--- config.mk ---
export PLATFORM = sky130hd
export DESIGN_NAME = addr_seq
export DESIGN_NICKNAME = d
export VERILOG_FILES = /design/src/rtl/addr_seq.sv
export SDC_FILE = /design/constraint.sdc
export NUM_CORES = 1
export LEC_CHECK = 0
export ABC_AREA = 1
export BUFFER_PORTS_ARGS = -buffer_cell sky130_fd_sc_hd__clkbuf_2
export CAP_MARGIN = 20
export CORE_ASPECT_RATIO = 1.2
export CORE_MARGIN = 2
export CORE_UTILIZATION = 45
export CTS_BUF_LIST = sky130_fd_sc_hd__clkbuf_8 sky130_fd_sc_hd__clkbuf_16
export CTS_CLUSTER_DIAMETER = 60
export DETAILED_ROUTE_END_ITERATION = 8
export GPL_ROUTABILITY_DRIVEN = 0
export PLACE_DENSITY = 0.73
export SLEW_MARGIN = 20
export SYNTH_ARGS = -nofsm -noshare
export SYNTH_HDL_FRONTEND = slang
export SYNTH_SLANG_ARGS = --single-unit
--- constraint.sdc ---
create_clock -name clk -period 3.4 [get_ports clk]
set_input_delay 0.17 -clock clk [delete_from_list [all_inputs] [get_ports clk]]
set_output_delay 0.17 -clock clk [all_outputs]
set_load 0.005 [all_outputs]
--- src/rtl/addr_seq.sv ---
`default_nettype none
// ============================================================================
// Module      : addr_seq
// Description : Effective-address sequencer for the 6502 core. Walks the
//               operand bytes of one addressing mode, drives the PC/T
//               register-pair strobes and the address-bus source select.
// Config      : ADDR_SEQ_STORE_FIXUP_EN - indexed stores always take the
//               FIXUP cycle (NMOS cycle counts).
// Revision    : 1.0 - initial release
// ============================================================================
module addr_seq #(
  parameter logic [7:0] ZP_PAGE = 8'h00
) (
  input  logic       clk,
  input  logic       rst,
  input  logic       start,
  input  logic [2:0] mode,
  input  logic       is_store,
  input  logic [7:0] x_in,
  input  logic [7:0] y_in,
  input  logic [7:0] data_in,
  output logic       pc_inc,
  output logic       t_load_l,
  output logic       t_load_h,
  output logic       t_h_inc,
  output logic [7:0] t_l_in,
  output logic [7:0] t_h_in,
  output logic [1:0] addr_sel,
  output logic [7:0] ptr_out,
  output logic       busy,
  output logic       done,
  output logic       page_cross
);

  typedef enum logic [2:0] {
    S_IDLE  = 3'd0,
    S_OPLO  = 3'd1,
    S_OPHI  = 3'd2,
    S_PLO   = 3'd3,
    S_PHI   = 3'd4,
    S_FIXUP = 3'd5,
    S_DONE  = 3'd6
  } state_t;

  localparam logic [2:0] c_M_ZP   = 3'd0;
  localparam logic [2:0] c_M_ZPX  = 3'd1;
  localparam logic [2:0] c_M_ZPY  = 3'd2;
  localparam logic [2:0] c_M_ABS  = 3'd3;
  localparam logic [2:0] c_M_ABSX = 3'd4;
  localparam logic [2:0] c_M_ABSY = 3'd5;
  localparam logic [2:0] c_M_INDY = 3'd6;
  localparam logic [2:0] c_M_RSVD = 3'd7;

  state_t     state_q, state_d;
  logic [2:0] mode_q, mode_d;
  logic [7:0] idx_q, idx_d;
  logic [7:0] ptr_q, ptr_d;
  logic       pcross_q, pcross_d;

  logic       w_pc_inc, w_t_load_l, w_t_load_h, w_t_h_inc, w_done;
  logic [7:0] w_t_l_in, w_t_h_in;
  logic [1:0] w_addr_sel;
  logic [8:0] w_sum;
  logic       w_store_fix;

  // Operand/pointer low byte plus captured index, carry kept in bit 8
  assign w_sum = {1'b0, data_in} + {1'b0, idx_q};

`ifdef ADDR_SEQ_STORE_FIXUP_EN
  logic store_q, store_d;

  // Indexed stores always spend the fix-up cycle; plain ABS never does
  assign w_store_fix = store_q && (mode_q != c_M_ABS);

  // Store flag register, captured with an accepted start
  always_ff @(posedge clk) begin
    if (rst) store_q <= 1'b0;
    else     store_q <= store_d;
  end

  // Store flag next value
  always_comb begin
    store_d = store_q;
    if (state_q == S_IDLE && start && mode != c_M_RSVD) store_d = is_store;
  end
`else
  logic unused_store;

  assign unused_store = is_store;
  assign w_store_fix  = 1'b0;
`endif

  // Sequencer state and captured operands
  always_ff @(posedge clk) begin
    if (rst) begin
      state_q  <= S_IDLE;
      mode_q   <= 3'd0;
      idx_q    <= 8'h00;
      ptr_q    <= 8'h00;
      pcross_q <= 1'b0;
    end else begin
      state_q  <= state_d;
      mode_q   <= mode_d;
      idx_q    <= idx_d;
      ptr_q    <= ptr_d;
      pcross_q <= pcross_d;
    end
  end

  // Next-state and control decode from state and captured mode
  always_comb begin
    state_d    = state_q;
    mode_d     = mode_q;
    idx_d      = idx_q;
    ptr_d      = ptr_q;
    pcross_d   = pcross_q;
    w_pc_inc   = 1'b0;
    w_t_load_l = 1'b0;
    w_t_load_h = 1'b0;
    w_t_h_inc  = 1'b0;
    w_t_l_in   = 8'h00;
    w_t_h_in   = 8'h00;
    w_addr_sel = 2'd0;
    w_done     = 1'b0;

    case (state_q)
      S_IDLE: begin
        if (start && mode != c_M_RSVD) begin
          mode_d   = mode;
          pcross_d = 1'b0;
          state_d  = S_OPLO;
          case (mode)
            c_M_ZPX, c_M_ABSX:           idx_d = x_in;
            c_M_ZPY, c_M_ABSY, c_M_INDY: idx_d = y_in;
            default:                     idx_d = 8'h00;
          endcase
        end
      end
      S_OPLO: begin
        w_pc_inc = 1'b1;
        case (mode_q)
          c_M_ZP, c_M_ZPX, c_M_ZPY: begin
            // Zero-page index wraps within the page; carry is dropped
            w_t_load_l = 1'b1;
            w_t_load_h = 1'b1;
            w_t_l_in   = w_sum[7:0];
            w_t_h_in   = ZP_PAGE;
            state_d    = S_DONE;
          end
          c_M_ABS, c_M_ABSX, c_M_ABSY: begin
            w_t_load_l = 1'b1;
            w_t_l_in   = w_sum[7:0];
            pcross_d   = w_sum[8];
            state_d    = S_OPHI;
          end
          c_M_INDY: begin
            ptr_d   = data_in;
            state_d = S_PLO;
          end
          default: state_d = S_IDLE;
        endcase
      end
      S_OPHI: begin
        w_pc_inc   = 1'b1;
        w_t_load_h = 1'b1;
        w_t_h_in   = data_in;
        state_d    = (pcross_q || w_store_fix) ? S_FIXUP : S_DONE;
      end
      S_PLO: begin
        w_addr_sel = 2'd2;
        w_t_load_l = 1'b1;
        w_t_l_in   = w_sum[7:0];
        pcross_d   = w_sum[8];
        // Pointer high byte is fetched from the same zero page, wrapping
        ptr_d      = ptr_q + 8'h01;
        state_d    = S_PHI;
      end
      S_PHI: begin
        w_addr_sel = 2'd2;
        w_t_load_h = 1'b1;
        w_t_h_in   = data_in;
        state_d    = (pcross_q || w_store_fix) ? S_FIXUP : S_DONE;
      end
      S_FIXUP: begin
        // Dummy read at the uncorrected address while the high byte is fixed
        w_addr_sel = 2'd1;
        w_t_h_inc  = pcross_q;
        state_d    = S_DONE;
      end
      S_DONE: begin
        w_addr_sel = 2'd1;
        w_done     = 1'b1;
        state_d    = S_IDLE;
      end
      default: state_d = S_IDLE;
    endcase
  end

  // All outputs are forced low while reset is held
  assign pc_inc     = ~rst & w_pc_inc;
  assign t_load_l   = ~rst & w_t_load_l;
  assign t_load_h   = ~rst & w_t_load_h;
  assign t_h_inc    = ~rst & w_t_h_inc;
  assign t_l_in     = rst ? 8'h00 : w_t_l_in;
  assign t_h_in     = rst ? 8'h00 : w_t_h_in;
  assign addr_sel   = rst ? 2'd0 : w_addr_sel;
  assign ptr_out    = rst ? 8'h00 : ptr_q;
  assign busy       = ~rst & (state_q != S_IDLE);
  assign done       = ~rst & w_done;
  assign page_cross = ~rst & pcross_q;

endmodule
`default_nettype wire

==> results.tsv <==
stage	metric	value	unit
outcome	outcome	complete, no violations	
logic_synthesis	ys_async_sr_fraction	0	%
floorplan	fp.dieH	74.72	um
grt	grt_pass1_wl	8.038	mm
setup_path	critPathRequiredTime	3230	ps
floorplan	boundaryPins	64	
floorplan	dieWidth	62.94	um
floorplan	rows	25	
detailed_routing	wl_per_cell	10.98	um
sta	slew_viol_final	0	
clocking	cts_tree	done	
final_layout	drive_above_1_share	21.56	%
grt	grt_pass1_vias	1936	
floorplan	dieArea	0.004703	mm2
setup_path	cp_common_cell	nand2_1	
logic_synthesis	syn-cell-area	0.001876	mm2
sta	setup_tns	0	ps
sta	fin_hold_ws	136.0	ps
final_layout	mostFrequentLayoutCell	nand2_1	
setup_path	crit_fanout	3	
setup_path	critPathMaxStageDelay	410	ps
sta	timing.fmax	488.5	MHz
detailed_routing	drcViolationCount	0	
sta	finalCriticalPeriod	2047	ps
sta	fin_skew	5.062	ps
setup_path	cp_slowest_cell	fa_1	
final_layout	design_area	0.002272	mm2
logic_synthesis	yosys_warnings	0	
floorplan	core-area	0.003973	mm2
clocking	cts_buffer_depth	2	
final_layout	fillers	453	
logic_synthesis	ys_types	23	
detailed_routing	vias	2198	
detailed_routing	viasPerCell	5.007	
setup_path	arrival	1880	ps
clocking	cts_setup_buffers	0	
pwr	leakage	1.258	nW
logic_synthesis	syn-num-nets	367	
setup_path	end_kind	primary output	
detailed_routing	dr.pass1.iters	4	
final_layout	layout.cells.non_filler	439	
setup_path	crit_type	register to primary output	
pwr	clkPwrFrac	13.1	%
setup_path	crit_buf_inv	1	
logic_synthesis	synth_seq_cells	23	
grt	grt_overflow	0	
grt	antenna_found_initial	0	
pwr	seqPwrFrac	32.7	%
clocking	clock_sinks	23	
clocking	cts_made_buffers	3	
placement	placedInstanceArea	0.002226	mm2
placement	dp.cells	435	
sta	tightest_slew	615.2	ps
flow_run	max_cap_viol_count	0	
detailed_routing	drtIter0Drc	91	
setup_path	worstPathCellList	ha_1 -> fa_1 -> nand3_1 -> nand2_1 -> nand2_1 -> nand2_1 -> nand2_1 -> nand2_1 -> nor2_1 -> clkbuf_2	
pwr	power_switching	0.6096	mW
logic_synthesis	synthFlopType	dfxtp_1	
final_layout	syn_to_final_growth	21.15	%
floorplan	initial_core_util	47.21	%
logic_synthesis	synth-edff-count	0	
setup_path	crit_family	adder cells	
detailed_routing	ant_nets	0	
placement	port_buffers	62	
logic_synthesis	postSynthAreaPerCell	5.753	um2
clocking	cts_htree_levels	1	
clocking	root_buffer	clkbuf_8	
pwr	swShare	46.82	%
final_layout	num_antenna_cells	0	
sta	hold_violations	0	
clocking	clkLatencyLatePin	260	ps
logic_synthesis	synth_cells	326	
grt	grtUsageTotal	21.05	%
final_layout	mostFrequentLayoutCells	82 x nand2_1, 62 x clkbuf_2, 53 x nor2_1, 41 x inv_1, 29 x nand3_1	
sta	setup_viol	0	
sta	finalCritPeriodShare	60.21	%
pwr	max-vdd-ir-drop	0.3715	mV
pwr	combPwrFrac	54.2	%
detailed_routing	wl	4.820	mm
min_path	hold_path.class	primary input to register	
sta	rsz0062_at_grt	false	
grt	grt_max_degree	22	
setup_path	startpoint_type	register	
clocking	postCtsHoldBufs	0	
placement	post-dp-hpwl	3.920	mm
pwr	power.density	573.0	mW/mm2
pwr	p_int	0.6924	mW
logic_synthesis	yosysSeqAreaShare	24.55	%
final_layout	finalNetCount	427	
clocking	cts.clk_slew.worst_paths	80	ps
sta	max_slew_margin	58.94	%
clocking	cts_resized	0	
## flip-flops by register name (all words and copies together), names as in the netlist
signal and count:
idx_q 8, mode_q 3, pcross_q 1, ptr_q 8
state_q 3
## worst min-delay path, cell delays in order
cell and delay (ps):
clkbuf_2 70, a21oi_1 50, nor2_1 70
## worst paths after layout
| kind | startpoint | to | slack [ps] | cells after the start |
|---|---|---|---|---|
| worst max-delay path | idx_q[0]$_SDFFE_PP0P_ | t_l_in[6] | 1350 | 10 |
| worst max register to register | idx_q[0]$_SDFFE_PP0P_ | pcross_q$_SDFFE_PP0P_ | 1880 | 8 |
| worst min-delay path | y_in[1] | idx_q[1]$_SDFFE_PP0P_ | 140 | 3 |
| worst min register to register | idx_q[0]$_SDFFE_PP0P_ | idx_q[0]$_SDFFE_PP0P_ | 520 | 2 |
## final cells by class
| cell class | instances | area, um2 | share of cell area, % |
|---|---|---|---|
| clock buffers | 3 | 41.29 | 1.817 |
| flip-flops and latches | 23 | 460.4 | 20.26 |
| clock inverters | 1 | 5.005 | 0.2203 |
| multi-input cells | 245 | 1192 | 52.48 |
| well taps | 54 | 67.56 | 2.974 |
| repair buffers | 63 | 317.8 | 13.99 |
| inverters | 50 | 187.7 | 8.260 |
## Yosys cell counts, drive strengths merged (3+ instances only)
master | instances | area share, %
a21oi | 23 | 6.1
nor3 | 3 | 1.4
dfxtp | 23 | 25
nand4 | 7 | 2.3
nor2 | 57 | 12
nand3 | 29 | 7.7
buf | 4 | 1.1
o21ai | 30 | 8.2
ha | 9 | 6.0
inv | 50 | 10
clkbuf | 4 | 0.80
nand2 | 83 | 17
## per-layer routing
layer | vias to the layer above | wire, um | global-route usage, %
met5 | - | 0 | 0
li1 | 1159 | - | -
met3 | 4 | 286 | 3.139
met1 | 955 | 2131 | 24.31
met2 | 80 | 2353 | 41.02
met4 | 0 | 48 | 5.185
## per-stage QoR
step / worst slack, ps / util (%) / total power, mW
after floorplan: 1849 / - / 0.9349
after global placement: 1633 / 56.03 / 1.123
after detailed placement: 1598 / 56.03 / 1.134
after CTS: 1329 / 57.20 / 1.311
after global routing: 1179 / 57.20 / 1.436
final: 1353 / 57.20 / 1.302
## cell families after synthesis
kind of cell	share of synthesized area, %
compound gates	14.74
xor+xnor	0.4671
fa+ha+maj	7.072
buf+inv	11.87
flops	24.55
simple gates	41.29
## power groups by stage
stage | clock [mW] | sequential (mW) | combinational, mW
global placement | 0 | 0.428 | 0.696
global route | 0.188 | 0.437 | 0.812
finish | 0.171 | 0.425 | 0.705
floorplan | 0 | 0.402 | 0.533
CTS | 0.178 | 0.424 | 0.708
detailed placement | 0 | 0.430 | 0.704
No activity file was read; power rests on OpenSTA's default activity.
